## src/rtl/debug_dump_engine_if.sv

```systemverilog
// rtl/debug_dump_engine_if.sv - handshake and bus bundle for the debug dump engine
// Purpose: groups every non-clock/reset signal of debug_dump_engine.
// Ports (engine view, modport slave):
//   start_i/mode_i/pc_i/cycles_i      dump request and latched snapshot inputs
//   reg_addr_o/reg_rd_o/reg_data_i    register file read port (1-cycle latency)
//   mem_addr_o/mem_rd_o/mem_data_i/mem_dirty_i  data memory scan port (1-cycle latency)
//   tx_data_o/tx_start_o/tx_done_i    UART byte transmit handshake
//   busy_o/end_send_data_o            frame status
// The master modport is the environment (pipeline, memories, UART) view.
interface debug_dump_engine_if #(
  parameter int NB_DATA   = 32,
  parameter int NB_CYCLES = 8,
  parameter int NB_REG    = 5,
  parameter int NB_ADDR   = 7
);
  logic                 start_i;
  logic [1:0]           mode_i;
  logic [NB_DATA-1:0]   pc_i;
  logic [NB_CYCLES-1:0] cycles_i;
  logic [NB_REG-1:0]    reg_addr_o;
  logic                 reg_rd_o;
  logic [NB_DATA-1:0]   reg_data_i;
  logic [NB_ADDR-1:0]   mem_addr_o;
  logic                 mem_rd_o;
  logic [NB_DATA-1:0]   mem_data_i;
  logic                 mem_dirty_i;
  logic [7:0]           tx_data_o;
  logic                 tx_start_o;
  logic                 tx_done_i;
  logic                 busy_o;
  logic                 end_send_data_o;

  modport slave (
    input  start_i, mode_i, pc_i, cycles_i, reg_data_i, mem_data_i, mem_dirty_i, tx_done_i,
    output reg_addr_o, reg_rd_o, mem_addr_o, mem_rd_o, tx_data_o, tx_start_o, busy_o,
           end_send_data_o
  );

  modport master (
    output start_i, mode_i, pc_i, cycles_i, reg_data_i, mem_data_i, mem_dirty_i, tx_done_i,
    input  reg_addr_o, reg_rd_o, mem_addr_o, mem_rd_o, tx_data_o, tx_start_o, busy_o,
           end_send_data_o
  );
endinterface

```

## src/rtl/debug_dump_engine.sv

```systemverilog
// rtl/debug_dump_engine.sv - byte-framed register/memory debug dump to a UART transmitter
// Purpose: on start_i snapshots PC/cycles/mode, then streams
//   HEADER, PC, cycles, [registers], [dirty memory words + 00 terminator], [checksum]
//   one byte at a time over the tx_start_o/tx_done_i handshake, all fields MSB first.
// Ports:
//   clock_i  system clock
//   reset_i  synchronous active-low reset
//   bus      debug_dump_engine_if.slave (request, register/memory read ports, UART, status)
// Optional build macro: DEBUG_DUMP_CHECKSUM_EN appends an XOR of all bytes after HEADER.
module debug_dump_engine #(
  parameter int         NB_DATA   = 32,
  parameter int         NB_CYCLES = 8,
  parameter int         NB_REG    = 5,
  parameter int         N_REGS    = 32,
  parameter int         NB_ADDR   = 7,
  parameter int         MEM_DEPTH = 128,
  parameter logic [7:0] HEADER    = 8'hA5
) (
  input logic           clock_i,
  input logic           reset_i,
  debug_dump_engine_if.slave bus
);
  localparam int DATA_BYTES = NB_DATA / 8;
  localparam int CYC_BYTES  = NB_CYCLES / 8;
  localparam int ADDR_BYTES = (NB_ADDR + 7) / 8;
  localparam int RI_W       = (N_REGS > 1) ? $clog2(N_REGS) : 1;
  localparam int MI_W       = (MEM_DEPTH > 1) ? $clog2(MEM_DEPTH) : 1;
  localparam int BI_W       = 8;

  typedef enum logic [3:0] {
    ST_IDLE, ST_HDR, ST_PC, ST_CYC, ST_REG_REQ, ST_REG_CAP, ST_REG_DATA, ST_MEM_REQ,
    ST_MEM_CAP, ST_MEM_TAG, ST_MEM_ADDR, ST_MEM_DATA, ST_TERM, ST_CSUM, ST_WAIT, ST_DONE
  } state_t;

  state_t               state_q, state_d, ret_q, ret_d;
  logic [1:0]           mode_q;
  logic [NB_DATA-1:0]   pc_q, data_q, data_d;
  logic [NB_CYCLES-1:0] cyc_q;
  logic [RI_W-1:0]      reg_idx_q, reg_idx_d;
  logic [MI_W-1:0]      mem_idx_q, mem_idx_d;
  // Counts down to 0 within a multi-byte field so the shift below selects MSB first.
  logic [BI_W-1:0]      byte_idx_q, byte_idx_d;
  logic [7:0]           tx_data_q, tx_data_d;
  logic                 tx_start_q, tx_start_d;
  logic                 send;
  logic [7:0]           send_byte;
  state_t               next_field, end_state, after_cyc, after_regs;
  logic [7:0]           pc_byte, cyc_byte, data_byte, addr_byte;
  logic [ADDR_BYTES*8-1:0] addr_ext;
`ifdef DEBUG_DUMP_CHECKSUM_EN
  logic [7:0]           csum_q, csum_d;
`endif

  function automatic logic [BI_W-1:0] first_idx(input state_t s);
    case (s)
      ST_PC, ST_REG_DATA, ST_MEM_DATA: first_idx = BI_W'(DATA_BYTES - 1);
      ST_CYC:                          first_idx = BI_W'(CYC_BYTES - 1);
      ST_MEM_ADDR:                     first_idx = BI_W'(ADDR_BYTES - 1);
      default:                         first_idx = '0;
    endcase
  endfunction

  assign addr_ext  = (ADDR_BYTES*8)'(mem_idx_q);
  assign pc_byte   = 8'(pc_q >> {byte_idx_q, 3'b000});
  assign cyc_byte  = 8'(cyc_q >> {byte_idx_q, 3'b000});
  assign data_byte = 8'(data_q >> {byte_idx_q, 3'b000});
  assign addr_byte = 8'(addr_ext >> {byte_idx_q, 3'b000});

`ifdef DEBUG_DUMP_CHECKSUM_EN
  assign end_state = ST_CSUM;
`else
  assign end_state = ST_DONE;
`endif
  // mode 00 full, 01 regs only, 10 mem only, 11 PC+cycles only
  assign after_regs = !mode_q[0] ? ST_MEM_REQ : end_state;
  assign after_cyc  = !mode_q[1] ? ST_REG_REQ : after_regs;

  always_ff @(posedge clock_i) begin
    if (!reset_i) begin
      state_q    <= ST_IDLE;
      ret_q      <= ST_IDLE;
      mode_q     <= '0;
      pc_q       <= '0;
      cyc_q      <= '0;
      data_q     <= '0;
      reg_idx_q  <= '0;
      mem_idx_q  <= '0;
      byte_idx_q <= '0;
      tx_data_q  <= '0;
      tx_start_q <= 1'b0;
`ifdef DEBUG_DUMP_CHECKSUM_EN
      csum_q     <= '0;
`endif
    end else begin
      state_q    <= state_d;
      ret_q      <= ret_d;
      data_q     <= data_d;
      reg_idx_q  <= reg_idx_d;
      mem_idx_q  <= mem_idx_d;
      byte_idx_q <= byte_idx_d;
      tx_data_q  <= tx_data_d;
      tx_start_q <= tx_start_d;
`ifdef DEBUG_DUMP_CHECKSUM_EN
      csum_q     <= csum_d;
`endif
      if (state_q == ST_IDLE && bus.start_i) begin
        mode_q <= bus.mode_i;
        pc_q   <= bus.pc_i;
        cyc_q  <= bus.cycles_i;
      end
    end
  end

  always_comb begin
    state_d    = state_q;
    ret_d      = ret_q;
    data_d     = data_q;
    reg_idx_d  = reg_idx_q;
    mem_idx_d  = mem_idx_q;
    byte_idx_d = byte_idx_q;
    tx_data_d  = tx_data_q;
    tx_start_d = 1'b0;
    send       = 1'b0;
    send_byte  = 8'h00;
    next_field = state_q;
`ifdef DEBUG_DUMP_CHECKSUM_EN
    csum_d     = csum_q;
`endif
    case (state_q)
      ST_IDLE: if (bus.start_i) begin
        state_d    = ST_HDR;
        reg_idx_d  = '0;
        mem_idx_d  = '0;
        byte_idx_d = '0;
`ifdef DEBUG_DUMP_CHECKSUM_EN
        csum_d     = '0;
`endif
      end
      ST_HDR:     begin send = 1'b1; send_byte = HEADER;    next_field = ST_PC;     end
      ST_PC:      begin send = 1'b1; send_byte = pc_byte;   next_field = ST_CYC;    end
      ST_CYC:     begin send = 1'b1; send_byte = cyc_byte;  next_field = after_cyc; end
      ST_REG_REQ: state_d = ST_REG_CAP;
      ST_REG_CAP: begin
        data_d     = bus.reg_data_i;
        byte_idx_d = first_idx(ST_REG_DATA);
        state_d    = ST_REG_DATA;
      end
      ST_REG_DATA: begin
        send      = 1'b1;
        send_byte = data_byte;
        if (reg_idx_q == RI_W'(N_REGS - 1)) begin
          next_field = after_regs;
        end else begin
          next_field = ST_REG_REQ;
          if (byte_idx_q == '0) reg_idx_d = reg_idx_q + 1'b1;
        end
      end
      ST_MEM_REQ: state_d = ST_MEM_CAP;
      ST_MEM_CAP: begin
        data_d = bus.mem_data_i;
        if (bus.mem_dirty_i) begin
          state_d = ST_MEM_TAG;
        end else if (mem_idx_q == MI_W'(MEM_DEPTH - 1)) begin
          state_d = ST_TERM;
        end else begin
          mem_idx_d = mem_idx_q + 1'b1;
          state_d   = ST_MEM_REQ;
        end
      end
      ST_MEM_TAG:  begin send = 1'b1; send_byte = 8'h01;     next_field = ST_MEM_ADDR; end
      ST_MEM_ADDR: begin send = 1'b1; send_byte = addr_byte; next_field = ST_MEM_DATA; end
      ST_MEM_DATA: begin
        send      = 1'b1;
        send_byte = data_byte;
        if (mem_idx_q == MI_W'(MEM_DEPTH - 1)) begin
          next_field = ST_TERM;
        end else begin
          next_field = ST_MEM_REQ;
          if (byte_idx_q == '0) mem_idx_d = mem_idx_q + 1'b1;
        end
      end
      ST_TERM: begin send = 1'b1; send_byte = 8'h00; next_field = end_state; end
`ifdef DEBUG_DUMP_CHECKSUM_EN
      ST_CSUM: begin send = 1'b1; send_byte = csum_q; next_field = ST_DONE; end
`else
      ST_CSUM: state_d = ST_DONE;
`endif
      // tx_start_q is still high on the first WAIT cycle: a done there is not ours.
      ST_WAIT: if (bus.tx_done_i && !tx_start_q) state_d = ret_q;
      ST_DONE: state_d = ST_IDLE;
      default: state_d = ST_IDLE;
    endcase

    if (send) begin
      tx_data_d  = send_byte;
      tx_start_d = 1'b1;
      state_d    = ST_WAIT;
      if (byte_idx_q == '0) begin
        ret_d      = next_field;
        byte_idx_d = first_idx(next_field);
      end else begin
        ret_d      = state_q;
        byte_idx_d = byte_idx_q - 1'b1;
      end
`ifdef DEBUG_DUMP_CHECKSUM_EN
      if (state_q != ST_HDR && state_q != ST_CSUM) csum_d = csum_q ^ send_byte;
`endif
    end
  end

  assign bus.reg_addr_o      = NB_REG'(reg_idx_q);
  assign bus.reg_rd_o        = (state_q == ST_REG_REQ);
  assign bus.mem_addr_o      = NB_ADDR'(mem_idx_q);
  assign bus.mem_rd_o        = (state_q == ST_MEM_REQ);
  assign bus.tx_data_o       = tx_data_q;
  assign bus.tx_start_o      = tx_start_q;
  assign bus.busy_o          = (state_q != ST_IDLE) && (state_q != ST_DONE);
  assign bus.end_send_data_o = (state_q == ST_DONE);
endmodule

```

## src/flat_wrapper.sv

```systemverilog
// flat-port wrapper written by rule: the top's interface ports become plain ports
module debug_dump_engine_flat 
#(
  parameter int         NB_DATA   = 32,
  parameter int         NB_CYCLES = 8,
  parameter int         NB_REG    = 5,
  parameter int         N_REGS    = 32,
  parameter int         NB_ADDR   = 7,
  parameter int         MEM_DEPTH = 128,
  parameter logic [7:0] HEADER    = 8'hA5
)
  (clock_i, reset_i, bus_start_i, bus_mode_i, bus_pc_i, bus_cycles_i, bus_reg_data_i, bus_mem_data_i, bus_mem_dirty_i, bus_tx_done_i, bus_reg_addr_o, bus_reg_rd_o, bus_mem_addr_o, bus_mem_rd_o, bus_tx_data_o, bus_tx_start_o, bus_busy_o, bus_end_send_data_o);
  debug_dump_engine_if #(.NB_DATA(NB_DATA), .NB_CYCLES(NB_CYCLES), .NB_REG(NB_REG), .NB_ADDR(NB_ADDR)) bus_i ();
  input logic clock_i;
  input logic reset_i;
  input wire logic [$bits(bus_i.start_i)-1:0] bus_start_i;
  input wire logic [$bits(bus_i.mode_i)-1:0] bus_mode_i;
  input wire logic [$bits(bus_i.pc_i)-1:0] bus_pc_i;
  input wire logic [$bits(bus_i.cycles_i)-1:0] bus_cycles_i;
  input wire logic [$bits(bus_i.reg_data_i)-1:0] bus_reg_data_i;
  input wire logic [$bits(bus_i.mem_data_i)-1:0] bus_mem_data_i;
  input wire logic [$bits(bus_i.mem_dirty_i)-1:0] bus_mem_dirty_i;
  input wire logic [$bits(bus_i.tx_done_i)-1:0] bus_tx_done_i;
  output wire logic [$bits(bus_i.reg_addr_o)-1:0] bus_reg_addr_o;
  output wire logic [$bits(bus_i.reg_rd_o)-1:0] bus_reg_rd_o;
  output wire logic [$bits(bus_i.mem_addr_o)-1:0] bus_mem_addr_o;
  output wire logic [$bits(bus_i.mem_rd_o)-1:0] bus_mem_rd_o;
  output wire logic [$bits(bus_i.tx_data_o)-1:0] bus_tx_data_o;
  output wire logic [$bits(bus_i.tx_start_o)-1:0] bus_tx_start_o;
  output wire logic [$bits(bus_i.busy_o)-1:0] bus_busy_o;
  output wire logic [$bits(bus_i.end_send_data_o)-1:0] bus_end_send_data_o;
  assign bus_i.start_i = bus_start_i;
  assign bus_i.mode_i = bus_mode_i;
  assign bus_i.pc_i = bus_pc_i;
  assign bus_i.cycles_i = bus_cycles_i;
  assign bus_i.reg_data_i = bus_reg_data_i;
  assign bus_i.mem_data_i = bus_mem_data_i;
  assign bus_i.mem_dirty_i = bus_mem_dirty_i;
  assign bus_i.tx_done_i = bus_tx_done_i;
  assign bus_reg_addr_o = bus_i.reg_addr_o;
  assign bus_reg_rd_o = bus_i.reg_rd_o;
  assign bus_mem_addr_o = bus_i.mem_addr_o;
  assign bus_mem_rd_o = bus_i.mem_rd_o;
  assign bus_tx_data_o = bus_i.tx_data_o;
  assign bus_tx_start_o = bus_i.tx_start_o;
  assign bus_busy_o = bus_i.busy_o;
  assign bus_end_send_data_o = bus_i.end_send_data_o;
  debug_dump_engine #(.NB_DATA(NB_DATA), .NB_CYCLES(NB_CYCLES), .NB_REG(NB_REG), .N_REGS(N_REGS), .NB_ADDR(NB_ADDR), .MEM_DEPTH(MEM_DEPTH), .HEADER(HEADER)) u_core (.clock_i(clock_i), .reset_i(reset_i), .bus(bus_i));
endmodule
```

## config.mk

```make
export PLATFORM = sky130hd
export DESIGN_NAME = debug_dump_engine_flat
export DESIGN_NICKNAME = d
export VERILOG_FILES = /design/src/rtl/debug_dump_engine_if.sv /design/src/rtl/debug_dump_engine.sv /design/src/flat_wrapper.sv
export SDC_FILE = /design/constraint.sdc
export NUM_CORES = 1
export LEC_CHECK = 0
export BUFFER_PORTS_ARGS = -buffer_cell sky130_fd_sc_hd__buf_2
export CAP_MARGIN = 10
export CORE_ASPECT_RATIO = 0.9
export CORE_MARGIN = 10
export CORE_UTILIZATION = 35
export DETAILED_ROUTE_END_ITERATION = 8
export PLACE_DENSITY_LB_ADDON = 0.05
export SLEW_MARGIN = 10
export SYNTH_ARGS = -nofsm -noshare
export SYNTH_HDL_FRONTEND = slang
export SYNTH_SLANG_ARGS = --single-unit
```

## constraint.sdc

```tcl
create_clock -name clock_i -period 4.1 [get_ports clock_i]
set_clock_uncertainty 0.1 [all_clocks]
set_input_delay 0.205 -clock clock_i [delete_from_list [all_inputs] [get_ports clock_i]]
set_output_delay 0.205 -clock clock_i [all_outputs]
set_load 0.05 [all_outputs]
```

Word level (Yosys, flattened, before mapping) --
Index checks and enable logic that the tools add are counted.
Operators by class: add/subtract/negate cells 3, multiply operators 0, divide/modulo/power cells 0, magnitude comparators 0, equal/unequal tests 31, shift-type cells 4, muxes and demuxes 30, bitwise gates (word level) 1, reductions and logical operators 22
Operator list (number):
- 32-bit case mux with 2 select lines | 1
- 4-bit case mux with 8 select lines | 2
- 32-bit by 11-bit >> shifter with 8-bit output | 2
- 8-bit case mux with 6 select lines | 1
- 4-bit == test (second input constant) | 9
- 4-bit two-way mux | 9
- 7-bit two-way mux | 5
- 8-bit two-way mux | 3
- 7-bit case mux with 3 select lines | 1
- 4-bit by 3-bit == test with 1-bit output (second input constant) | 5
- 8-bit case mux with 2 select lines | 1
- 5-bit two-way mux | 3
- 4-bit by 2-bit == test with 1-bit output (second input constant) | 3
- 7-bit by 11-bit >> shifter with 8-bit output | 1
- 8-bit by 11-bit >> shifter with 8-bit output | 1
- 2-bit inequality test (second input constant) | 5
- 5-bit case mux with 2 select lines | 1
- 9-bit nonzero test | 1
- 8-bit zero test | 1
- 8-bit nonzero test | 1
- 8-bit OR reduction | 1
- 8-bit by 1-bit subtractor with 8-bit output (second input constant) | 1
- 7-bit by 1-bit adder with 7-bit output (second input constant) | 1
- 7-bit == test (second input constant) | 1
- other kinds (22) | 31
Storage, ports and cells: register bits 111, latch bits 0, RAM bits 0, memory bits (read-only) 0, logic and storage cells 103, memories kept 0

Depth between registers and ports, before layout --
Gate-level depths: netlist of the first run.
depth in word-level cells 8, mapped depth 9, gate-level depth less buffers 8

Least setup slack after synthesis of the first run --
Ideal clock, no wire load.
path type reg-to-output, start point reg u_core.state_q[1], end point out bus_busy_o, arrival time 2.946 ns, required time 3.795 ns, path slack 0.849 ns, cell stages (with the launch flop) 8, path through dfxtp_1 > buf_2 > buf_2 > buf_1 > buf_2 > nand2_1 > nor3_1 > a21oi_1
On the way: longest elaborated chain between the ends 2
RTL lines:
- from (decl) | line debug_dump_engine.sv:35 | state_t state_q, state_d, ret_q, ret_d;
- from (signal assigned) | line debug_dump_engine.sv:95 | state_q <= state_d;
- 4-bit inequality test or 4-bit nonzero test (tied branches) | line debug_dump_engine.sv:217 | assign bus.busy_o = (state_q != ST_IDLE) && (state_q != ST_DONE);
- 1-bit logical AND * | line debug_dump_engine.sv:217
- to (decl) | line flat_wrapper.sv:30 | output wire logic [$bits(bus_i.busy_o)-1:0] bus_busy_o;
Mark *: on every way between the ends. The rest lies on a longest branch, timed or not.

Worst setup path after layout of the first run --
start point reg u_core.state_q[3], end point reg u_core.state_q[3]
On the way: longest elaborated chain between the ends 5
RTL lines:
- 4-bit by 1-bit == test with 1-bit output, or another cell as far along | line debug_dump_engine.sv:129 | case (state_q)
- 8-bit OR reduction (no source line)
- 1-bit two-way mux | line debug_dump_engine.sv:129
- 9-bit nonzero test (no source line), or another cell as far along
- 3-bit AND reduction (no source line)
Several ways; a longest one is shown, not always the timed one. A chain may end at the register's enable or synchronous reset.

==> results.yml, run 1 <==
sta:
  rsz_0062_raised_after_global_routing: "false"
  transition_time_of_the_tightest_slew_check_pin_ns: 0.967
  final_hold_violation_count: 0
  achievable-frequency_ghz: 0.313
  finalWorstPathRequiredPeriod_ns: 3.20
  holdWs_ns: 0.00927
  timing.setup.tns_ns: 0
  setup_viol: 0
  final_max_slew_viol_count: 0
  maxSlewHeadroom_pct: 35.5
  fin_crit_sh_pct: 78.0
placed_design:
  post-dp-hpwl_um: 16100
  post-place-cells: 1010
  port_buffer_count: 135
  gp_congestion: 0.942
die:
  floorplan.die_area_um2: 22300
  coreArea_um2: 16300
  placement_rows: 44
  ios: 136
  die_h_um: 143
  width_of_the_chip_um: 156
  initial_utilization_pct: 35.9
grt:
  globalRoute.totalOverflow: 0
  antenna_found_initial: 0
  grt_pass1_wl_um: 33700
  first_global_vias: 5916
  maximum_number_of_pins_on_one_net_before_global_route_repair: 45
  global_route.usage.total_pct: 19.0
clocking:
  postCtsResizedCells: 0
  post-cts-setup-buffer-count: 0
  ctsHtreeMaxLevel: 3
  max-clock-path-buffers: 2
  tritoncts: "built"
  cts_inserted_buffers: 9
  reg_clk_slew_reported_paths_ns: 0.08
  clock_insertion_delay_worst_skew_ns: 0.36
  clock-sinks: 111
  cts.hold.buffers_added: 37
  ctsRootBufferMaster: "sky130_fd_sc_hd__clkbuf_16"
layout:
  antenna_cells_inserted: 0
  filler_cell_count: 1657
  area_growth_syn_to_layout_pct: 25.0
  layout.nets: 966
  fraction_of_final_layout_cells_with_drive_strength_greater_than_1_pct: 21.6
  post_layout_nonfiller_instances: 1063
detailed_routing:
  routed_wl_um: 21900
  routed_wl_per_cell_um: 20.6
  route.vias.total: 5953
  vias_per_cell: 5.60
  drt_iter0_markers: 502
  drc: 0
  first_drt_pass_iteration_count: 5
  postRouteAntennaNets: 0
yosys:
  postSynthCellCount: 714
  synth_flop_cell: "sky130_fd_sc_hd__dfxtp_1"
  synth.yosys.seq_area_share_pct: 37.9
  post_synth_num_cell_types: 77
  synth.yosys.warnings: 0
  synth-edff-count: 0
  syn-cell-area_um2: 5860
  ys_seq_elements: 111
  synthesis.area_per_instance_um2: 8.20
  share_of_synthesized_flip_flops_with_an_asynchronous_set_or_reset_pct: 0
  synth_nets: 829
power:
  total_leakage_power_nw: 2.75
  p_int_mw: 2.81
  combinationalPowerShare_pct: 49.8
  power_density_nw_per_um2: 733
  net-switching-power_mw: 2.55
  clockPowerShare_pct: 17.7
  vdd_ir_drop_max_mv: 0.301
  switching_share_pct: 47.5
  power.sequential.fraction_pct: 32.5
critical_path:
  timing.setup.critical_path_class: "register to register"
  cpPeakStageDelay_ns: 0.86
  worst_ep_required_time_ns: 4.30
  path_buf_inv: 2
  path_common_cell: "sky130_fd_sc_hd__buf_4"
  worstPathArrival_ns: 3.39
  timing.critical_path.cells: "buf_4 > nor2b_1 > nand2_2 > buf_4 > o22a_1 > a21oi_1"
  cp-end-kind: "register"
  cpLargestDelayFamily: "simple AND/OR/NAND/NOR gates"
  crit_slowest_cell: "sky130_fd_sc_hd__dfxtp_1"
  timing.critical_path.fanout_max: 35
  critical_path.startpoint_type: "register"
status:
  run_status: "finished, final reports clean"
run:
  max_cap_viol_count: 0
hold_path:
  min_path_type: "primary input to register"
==> stage by stage <==
stage / util [%] / setup WS (ns) / instance area [um^2] / power, mW
after global placement: 40.7 / 1.09 / 6640 / 4.34
after detailed placement: 40.7 / 0.960 / 6640 / 4.37
after CTS: 44.9 / 0.898 / 7320 / 5.36
after global routing: 44.9 / 0.669 / 7320 / 5.70
after floorplan: - / 0.849 / 5860 / 3.59
final: 44.9 / 0.904 / 7320 / 5.36
==> routing by layer <==
metal  wire [um]  track usage, %  vias to the layer above
met4         298            5.21                        0
met3        1370            4.05                       21
met1       10700            26.8                     2810
met2        9600            28.6                      215
met5           0               0                        -
li1            -               -                     2907
==> cell usage in the layout (no fill, tap or decap), types with 6 or more instances in the layout <==
cell	count
sky130_fd_sc_hd__buf_2	135
sky130_fd_sc_hd__dfxtp_1	111
sky130_fd_sc_hd__a211oi_1	36
sky130_fd_sc_hd__nor2_1	63
sky130_fd_sc_hd__buf_4	15
sky130_fd_sc_hd__mux2i_1	44
sky130_fd_sc_hd__clkbuf_16	9
sky130_fd_sc_hd__nand3b_1	6
sky130_fd_sc_hd__nand3_1	12
sky130_fd_sc_hd__nand2_1	109
sky130_fd_sc_hd__nor3_1	6
sky130_fd_sc_hd__nor2b_1	8
sky130_fd_sc_hd__a22oi_1	6
sky130_fd_sc_hd__o22ai_1	8
sky130_fd_sc_hd__o221ai_1	7
sky130_fd_sc_hd__a21oi_1	71
sky130_fd_sc_hd__a31oi_1	6
sky130_fd_sc_hd__nand2b_1	8
sky130_fd_sc_hd__a221oi_1	10
sky130_fd_sc_hd__o21ai_0	18
sky130_fd_sc_hd__dlygate4sd3_1	37
sky130_fd_sc_hd__o2111ai_1	6
sky130_fd_sc_hd__o31ai_1	6
==> layout make-up <==
class / count / area [um^2] / area share (%)
clock inverter: 6 / 77.6 / 1.06
timing repair buffer: 187 / 1160 / 15.8
multi-input combinational: 535 / 3340 / 45.6
sequential: 111 / 2220 / 30.3
inverter: 7 / 26.3 / 0.359
clock buffer: 10 / 239 / 3.26
tap: 207 / 259 / 3.54
==> worst reg2reg max path, cell delays in order, from the launching register on <==
cell and delay (ns):
sky130_fd_sc_hd__dfxtp_1 0.86, sky130_fd_sc_hd__buf_4 0.31, sky130_fd_sc_hd__nor2b_1 0.49, sky130_fd_sc_hd__nand2_2 0.54, sky130_fd_sc_hd__buf_4 0.44, sky130_fd_sc_hd__o22a_1 0.25, sky130_fd_sc_hd__a21oi_1 0.13
==> path summary, 6_finish.rpt <==
path | startpoint | to | slack, ns | cells past startpoint
setup / recovery | u_core.state_q[3] | u_core.state_q[3] | 0.90 | 6
hold reg to reg | u_core.cyc_q[1] | u_core.cyc_q[1] | 0.36 | 2
setup reg to reg | u_core.state_q[3] | u_core.state_q[3] | 0.90 | 6
hold / removal | bus_pc_i[30] | u_core.pc_q[30] | 0.009 | 3
==> cell usage after synthesis, types with 4 or more instances <==
cell / instances / area (um^2)
sky130_fd_sc_hd__nand3b_1: 6 / 45.0
sky130_fd_sc_hd__o22ai_1: 8 / 50.1
sky130_fd_sc_hd__a221oi_1: 10 / 87.6
sky130_fd_sc_hd__nor2_1: 63 / 236
sky130_fd_sc_hd__nor2b_1: 8 / 50.1
sky130_fd_sc_hd__a21oi_1: 71 / 355
sky130_fd_sc_hd__o2111ai_1: 6 / 52.6
sky130_fd_sc_hd__buf_2: 26 / 130
sky130_fd_sc_hd__o21ai_0: 18 / 90.1
sky130_fd_sc_hd__ha_1: 4 / 50.1
sky130_fd_sc_hd__a31oi_1: 6 / 37.5
sky130_fd_sc_hd__o31ai_1: 6 / 45.0
sky130_fd_sc_hd__clkbuf_1: 27 / 101
sky130_fd_sc_hd__o221ai_1: 7 / 61.3
sky130_fd_sc_hd__nand2b_1: 8 / 50.1
sky130_fd_sc_hd__mux2i_1: 44 / 440
sky130_fd_sc_hd__inv_1: 4 / 15.0
sky130_fd_sc_hd__nand3_1: 12 / 60.1
sky130_fd_sc_hd__dfxtp_1: 111 / 2220
sky130_fd_sc_hd__or3_1: 4 / 25.0
sky130_fd_sc_hd__or4_1: 4 / 30.0
sky130_fd_sc_hd__nand2_1: 110 / 413
sky130_fd_sc_hd__a211oi_1: 36 / 270
sky130_fd_sc_hd__and3_1: 5 / 31.3
sky130_fd_sc_hd__nor3_1: 6 / 30.0
sky130_fd_sc_hd__o21a_1: 4 / 30.0
sky130_fd_sc_hd__xor2_1: 5 / 43.8
sky130_fd_sc_hd__o41ai_1: 4 / 35.0
sky130_fd_sc_hd__o211ai_1: 4 / 30.0
sky130_fd_sc_hd__buf_1: 5 / 18.8
sky130_fd_sc_hd__a22oi_1: 6 / 45.0
==> cells by family after synthesis <==
group | share of synthesized area [%]
simple gates | 19.8
xor+xnor | 1.05
mux | 7.71
compound gates | 27.5
buf+inv | 5.17
fa+ha+maj | 0.855
flops | 37.9
==> sequential cells by signal, summed over array words and instances, names as in the netlist, 2 cells and up <==
| signal | flops |
|---|---|
| u_core.ret_q | 4 |
| u_core.data_q | 32 |
| u_core.byte_idx_q | 8 |
| u_core.bus.mem_addr_o | 7 |
| u_core.pc_q | 32 |
| u_core.mode_q | 2 |
| u_core.bus.reg_addr_o | 5 |
| u_core.cyc_q | 8 |
| u_core.bus.tx_data_o | 8 |
| u_core.state_q | 4 |
==> power groups by stage <==
stage,logic (mW),registers [mW],clock network (mW)
5_1_grt,2.91,1.78,1.01
3_3_place_gp,2.58,1.76,0
6_report,2.67,1.74,0.951
4_1_cts,2.65,1.74,0.973
3_5_place_dp,2.61,1.76,0
2_1_floorplan,1.95,1.64,0
No activity file was read; power rests on OpenSTA's default activity.
==> run 2, diff against run 1 <==
- ABC_AREA: default -> 1
- clock period: 4.1 -> 2.99 ns (I/O delays scaled with it)
==> results.yml, run 2 <==
yosys:
  synthesis.area_per_instance_um2: 6.51
  synth.yosys.seq_area_share_pct: 40.4
  synth_common_cells: "sky130_fd_sc_hd__nand2_1, sky130_fd_sc_hd__nor2_1, sky130_fd_sc_hd__o21ai_0"
  synth-edff-count: 0
  share_of_synthesized_flip_flops_with_an_asynchronous_set_or_reset_pct: 0
  ys_seq_elements: 111
  cell_taking_the_most_area_after_synthesis: "sky130_fd_sc_hd__dfxtp_1"
  synth_top_area_share_pct: 40.4
  post_synth_main_area_contributors: "sky130_fd_sc_hd__dfxtp_1, sky130_fd_sc_hd__nand2_1, sky130_fd_sc_hd__nor2_1"
  syn-cell-area_um2: 5510
  postSynthCellCount: 846
  synth_most_common_cell: "sky130_fd_sc_hd__nand2_1"
  post_synth_num_cell_types: 32
  synth_flop_cell: "sky130_fd_sc_hd__dfxtp_1"
  synth_nets: 961
  synth.yosys.warnings: 0
power:
  switching_share_pct: 42.5
  total_leakage_power_nw: 3.18
  combinationalPowerShare_pct: 42.2
  vdd_ir_drop_max_mv: 0.438
  power_density_nw_per_um2: 866
  p_int_mw: 3.57
  clockPowerShare_pct: 23.0
  net-switching-power_mw: 2.64
  power.sequential.fraction_pct: 34.8
layout:
  layout.cells.most_common: "sky130_fd_sc_hd__nand2_1"
  sequential_cell_area_um2: 2220
  multi_input_area_um2: 2920
  layout_top_registers: "u_core.data_q: 32 flops, u_core.pc_q: 32 flops"
  filler_cell_count: 1654
  fraction_of_final_layout_cells_with_drive_strength_greater_than_1_pct: 17.8
  final_design_area_no_fill_um2: 7180
  layout.nets: 1125
  antenna_cells_inserted: 0
  area_growth_syn_to_layout_pct: 30.3
  final_cell_mix: "sky130_fd_sc_hd__nand2_1, sky130_fd_sc_hd__nor2_1, sky130_fd_sc_hd__buf_2, sky130_fd_sc_hd__o21ai_0, sky130_fd_sc_hd__dfxtp_1"
placed_design:
  post_dp_cell_area_um2: 6360
  gp_congestion: 0.916
  port_buffer_count: 135
  post-dp-hpwl_um: 14100
hold_path:
  min_path_type: "primary input to register"
  hold_path_end: "u_core.data_q[18]"
  holdPathStages: 3
  hold_path_start: "bus_mem_data_i[18]"
detailed_routing:
  route.vias.total: 5896
  drt_iter0_markers: 435
  vias_per_cell: 4.84
  first_drt_pass_iteration_count: 5
  drc: 0
  routed_wl_per_cell_um: 16.0
  routed_wl_um: 19500
  postRouteAntennaNets: 0
critical_path:
  cpPeakStageDelay_ns: 0.62
  critical_path.startpoint_type: "register"
  path_depth: 7
  path_buf_inv: 2
  timing.critical_path.cells: "nand2_1 > nor2_1 > nor2_4 > buf_4 > nand2_1 > a31oi_1 > dlygate4sd3_1"
  timing.setup.critical_path_class: "register to register"
  worstPathArrival_ns: 3.00
  cp-end-kind: "register"
  worst_ep_required_time_ns: 3.14
  crit_slowest_cell: "sky130_fd_sc_hd__nor2_1"
  timing.reg2reg.worst_path_depth: 7
  path_common_cell: "sky130_fd_sc_hd__nand2_1"
  timing.rr.start: "u_core.state_q[2]"
  r2r_end: "u_core.data_q[30]"
  timing.critical_path.fanout_max: 24
  cpLargestDelayFamily: "simple AND/OR/NAND/NOR gates"
  ff2ff_setup_slack_ns: 0.14
grt:
  first_global_vias: 5606
  globalRoute.totalOverflow: 0
  global_route.usage.total_pct: 17.7
  maximum_number_of_pins_on_one_net_before_global_route_repair: 65
  antenna_found_initial: 0
  grt_pass1_wl_um: 30900
die:
  width_of_the_chip_um: 152
  ios: 136
  initial_utilization_pct: 35.7
  placement_rows: 43
  die_h_um: 139
  floorplan.die_area_um2: 21200
  coreArea_um2: 15400
status:
  failed_checks: "hold timing"
  run_status: "finished with violations"
clocking:
  postCtsResizedCells: 0
  reg_clk_slew_reported_paths_ns: 0.08
  clock-sinks: 111
  cts_inserted_buffers: 9
  tritoncts: "built"
  ctsHtreeMaxLevel: 3
  clock_insertion_delay_worst_skew_ns: 0.36
  max-clock-path-buffers: 2
  ctsRootBufferMaster: "sky130_fd_sc_hd__clkbuf_16"
run:
  max_cap_viol_count: 0
sta:
  final_max_slew_viol_count: 0
  final_hold_violation_count: 1
  transition_time_of_the_tightest_slew_check_pin_ns: 0.987
  finalWorstPathRequiredPeriod_ns: 2.85
  fin_crit_sh_pct: 95.4
  holdWs_ns: -0.00311
  achievable-frequency_ghz: 0.351
  maxSlewHeadroom_pct: 34.1
  rsz_0062_raised_after_global_routing: "false"
  timing.setup.tns_ns: 0
  setup_viol: 0
## run 2: per-stage QoR
step	power (mW)	instances	util, %	hold slack [ns]	worst slack [ns]
after global routing	6.71	1217	46.5	0.0250	0.0528
after global placement	4.75	1155	41.2	0.275	0.605
after floorplan	3.97	846	-	0.184	0.617
final	6.21	1217	46.5	-0.00311	0.139
after detailed placement	4.74	1155	41.2	0.279	0.562
after CTS	6.22	1216	46.4	0.000429	0.0338
## run 2: routing by layer
layer  share of wire [%]  up-vias  GRT usage, %
li1                    -     3107             -
met1                  53     2618          26.6
met2                  40      159          24.5
met3                 5.7       12          4.06
met4                0.87        0          3.95
met5                   0        -             0
## run 2: worst reg2reg max path: stages (launching register included)
cell                            delay [ns]
sky130_fd_sc_hd__dfxtp_1              0.52
sky130_fd_sc_hd__nand2_1              0.18
sky130_fd_sc_hd__nor2_1               0.62
sky130_fd_sc_hd__nor2_4               0.27
sky130_fd_sc_hd__buf_4                0.31
sky130_fd_sc_hd__nand2_1              0.07
sky130_fd_sc_hd__a31oi_1              0.07
sky130_fd_sc_hd__dlygate4sd3_1        0.59
## run 2: final cells by class
class	instances	area share [%]
Multi-Input combinational cell	643	40.7
Sequential cell	111	31.0
Timing Repair Buffer	194	17.2
Tap cell	202	3.52
Clock buffer	10	3.33
Inverter	51	2.67
Clock inverter	6	1.60
## run 2: cells by family after synthesis
| family | share of synthesized area [%] |
|---|---|
| and+or+nand+nor | 30.0 |
| AOI/OAI and AO/OA | 21.1 |
| DFF | 40.4 |
| buffers and inverters | 6.84 |
| xor gates and xnor gates | 0.795 |
| adders and majority gates | 0.909 |
## run 2: worst max-delay path by stage
stage,from,slack (ns),end
2_1_floorplan,u_core.byte_idx_q[0],0.62,u_core.bus.reg_addr_o[0]
5_1_grt,u_core.state_q[2],0.05,u_core.data_q[30]
6_report,u_core.state_q[2],0.14,u_core.data_q[30]
3_5_place_dp,u_core.byte_idx_q[1],0.56,u_core.bus.reg_addr_o[0]
3_3_place_gp,u_core.byte_idx_q[1],0.61,u_core.bus.reg_addr_o[0]
4_1_cts,u_core.state_q[3],0.03,u_core.data_q[30]
## run 2: what timing repair did
item                                   4_1_cts  5_1_grt
setup buffers                                0        0
hold buffers                                45        0
endpoints found under the hold margin       44        0
setup endpoints to repair                    0        1
## run 2: power groups by stage
| stage | logic [mW] | registers (mW) | clock network, mW |
|---|---|---|---|
| final | 2.62 | 2.16 | 1.43 |
| after global routing | 3.00 | 2.21 | 1.50 |
| after CTS | 2.61 | 2.16 | 1.45 |
| after detailed placement | 2.55 | 2.19 | 0 |
| after global placement | 2.57 | 2.19 | 0 |
| after floorplan | 1.76 | 2.21 | 0 |
==> run 3, diff against run 2 <==
--- a/config.mk
+++ b/config.mk
@@ -9,5 +9,5 @@
 export BUFFER_PORTS_ARGS = -buffer_cell sky130_fd_sc_hd__buf_2
 export CAP_MARGIN = 10
-export CORE_ASPECT_RATIO = 0.9
+export CORE_ASPECT_RATIO = 1.25
 export CORE_MARGIN = 10
 export CORE_UTILIZATION = 35
==> constraint.sdc (replaced) <==
create_clock -name clock_i -period 2.99 [get_ports clock_i]
set_clock_uncertainty 0.1 [all_clocks]
set_input_delay 0.7475 -clock clock_i [delete_from_list [all_inputs] [get_ports clock_i]]
set_output_delay 0.7475 -clock clock_i [all_outputs]
set_load 0.05 [all_outputs]
==> results.yml, run 3 (same netlist as run 2, synthesis figures left out) <==
clocking:
  cts.hold.buffers_added: 0
  max-clock-path-buffers: 2
  reg_clk_slew_reported_paths_ns: 0.07
  postCtsResizedCells: 0
  clock-sinks: 111
  tritoncts: "built"
  ctsRootBufferMaster: "sky130_fd_sc_hd__clkbuf_16"
  ctsHtreeMaxLevel: 3
  post-cts-setup-buffer-count: 0
  cts_inserted_buffers: 9
  clock_insertion_delay_worst_skew_ns: 0.36
sta:
  fin_crit_sh_pct: 84.4
  transition_time_of_the_tightest_slew_check_pin_ns: 0.737
  rsz_0062_raised_after_global_routing: "false"
  final_max_slew_viol_count: 0
  setup_viol: 0
  finalWorstPathRequiredPeriod_ns: 2.52
  achievable-frequency_ghz: 0.396
  timing.setup.tns_ns: 0
  maxSlewHeadroom_pct: 50.7
  final_hold_violation_count: 0
detailed_routing:
  routed_wl_per_cell_um: 16.0
  routed_wl_um: 18900
  drc: 0
  wl_met3_um: 1250
  wl_met1_um: 8460
  dr.max_layer_used: "met5"
  vias_per_cell: 4.90
  drt_iter0_markers: 350
  first_drt_pass_iteration_count: 5
  postRouteAntennaNets: 0
  wl_met2_um: 8730
  route.vias.total: 5798
grt:
  antenna_found_initial: 1
  global_route.usage.total_pct: 17.7
  globalRoute.totalOverflow: 0
  first_global_vias: 5989
  grt_pass1_wl_um: 30700
  maximum_number_of_pins_on_one_net_before_global_route_repair: 43
power:
  total_leakage_power_nw: 2.99
  vdd_ir_drop_max_mv: 0.311
  power_density_nw_per_um2: 903
critical_path:
  path_buf_inv: 1
  cpLargestDelayFamily: "flip-flops"
  cp-end-kind: "output port"
  worst_ep_required_time_ns: 2.14
  timing.critical_path.cells: "nand2_1 > nor3_1 > buf_2"
  critical_path.startpoint_type: "register"
  cpPeakStageDelay_ns: 0.52
  timing.critical_path.fanout_max: 8
  crit_slowest_cell: "sky130_fd_sc_hd__dfxtp_1"
  timing.setup.critical_path_class: "register to output port"
  worstPathArrival_ns: 1.68
layout:
  sequential_cell_area_um2: 2220
  final_cell_mix: "sky130_fd_sc_hd__nand2_1, sky130_fd_sc_hd__nor2_1, sky130_fd_sc_hd__buf_2, sky130_fd_sc_hd__o21ai_0, sky130_fd_sc_hd__dfxtp_1"
  fin_util_pct: 43.4
  layout_top_registers: "u_core.data_q: 32 flops, u_core.pc_q: 32 flops"
  layout.cells.most_common: "sky130_fd_sc_hd__nand2_1"
  fraction_of_final_layout_cells_with_drive_strength_greater_than_1_pct: 18.7
  filler_cell_count: 1776
  antenna_cells_inserted: 0
  multi_input_area_um2: 2920
  area_growth_syn_to_layout_pct: 22.3
  layout.nets: 1081
die:
  initial_utilization_pct: 35.5
  die_h_um: 160
  width_of_the_chip_um: 132
  floorplan.die_area_um2: 21200
  placement_rows: 51
  ios: 136
  coreArea_um2: 15500
placed_design:
  post-dp-hpwl_um: 14600
  gp_congestion: 0.896
  port_buffer_count: 135
hold_path:
  min_path_type: "register to register"
run:
  max_cap_viol_count: 0
status:
  run_status: "finished, final reports clean"
run 3: cell types whose count changed in the layout (fill, tap and decap cells not counted):
cell                            delta
sky130_fd_sc_hd__buf_4             +1
sky130_fd_sc_hd__clkinvlp_4        -1
sky130_fd_sc_hd__buf_12            +1
sky130_fd_sc_hd__bufinv_16         -1
sky130_fd_sc_hd__nor2_2            -1
sky130_fd_sc_hd__clkinv_2          +1
sky130_fd_sc_hd__dlygate4sd3_1    -45
sky130_fd_sc_hd__inv_6             +1
sky130_fd_sc_hd__inv_8             +1
sky130_fd_sc_hd__clkbuf_8          -1
run 3: stage by stage:
step / cell area [um^2] / worst slack, ns / hold slack (ns) / power [mW] / instances
finish: 6730 / 0.467 / 0.346 / 6.08 / 1183
global placement: 6400 / 0.616 / 0.334 / 4.80 / 1167
global route: 6730 / 0.309 / 0.362 / 6.60 / 1183
CTS: 6730 / 0.457 / 0.349 / 6.14 / 1183
floorplan: 5510 / 0.416 / 0.324 / 3.97 / 846
detailed placement: 6400 / 0.553 / 0.339 / 4.78 / 1167
run 3: metal layers:
layer	track usage, %	up-vias
met5	0	-
met3	5.27	32
met2	29.0	165
met1	21.5	2571
li1	-	3028
met4	6.71	2
run 3: final timing paths:
path | from | endpoint | slack [ns] | cells after the start
setup / recovery | u_core.state_q[2] | bus_reg_rd_o | 0.47 | 3
setup reg to reg | u_core.byte_idx_q[1] | u_core.bus.reg_addr_o[0] | 0.53 | 8
hold reg to reg | u_core.pc_q[12] | u_core.pc_q[12] | 0.35 | 2
hold / removal | u_core.pc_q[12] | u_core.pc_q[12] | 0.35 | 2
run 3: area by class of cell:
class	instances	area share [%]
Multi-Input combinational cell	642	43.3
Tap cell	212	3.94
Clock buffer	9	3.35
Inverter	51	2.84
Sequential cell	111	33.0
Timing Repair Buffer	151	12.0
Clock inverter	7	1.52
run 3: worst min-delay path: stages (launching register included):
cell	delay, ns
sky130_fd_sc_hd__dfxtp_1	0.30
sky130_fd_sc_hd__inv_1	0.05
sky130_fd_sc_hd__a21oi_1	0.05
run 3: where the power goes:
part	switching [mW]	internal [mW]	leakage (nW)	total, mW
Combinational	1.78	0.812	1.92	2.59
Sequential	0.259	1.89	0.907	2.15
Clock	0.592	0.747	0.162	1.34
Total	2.63	3.45	2.99	6.08
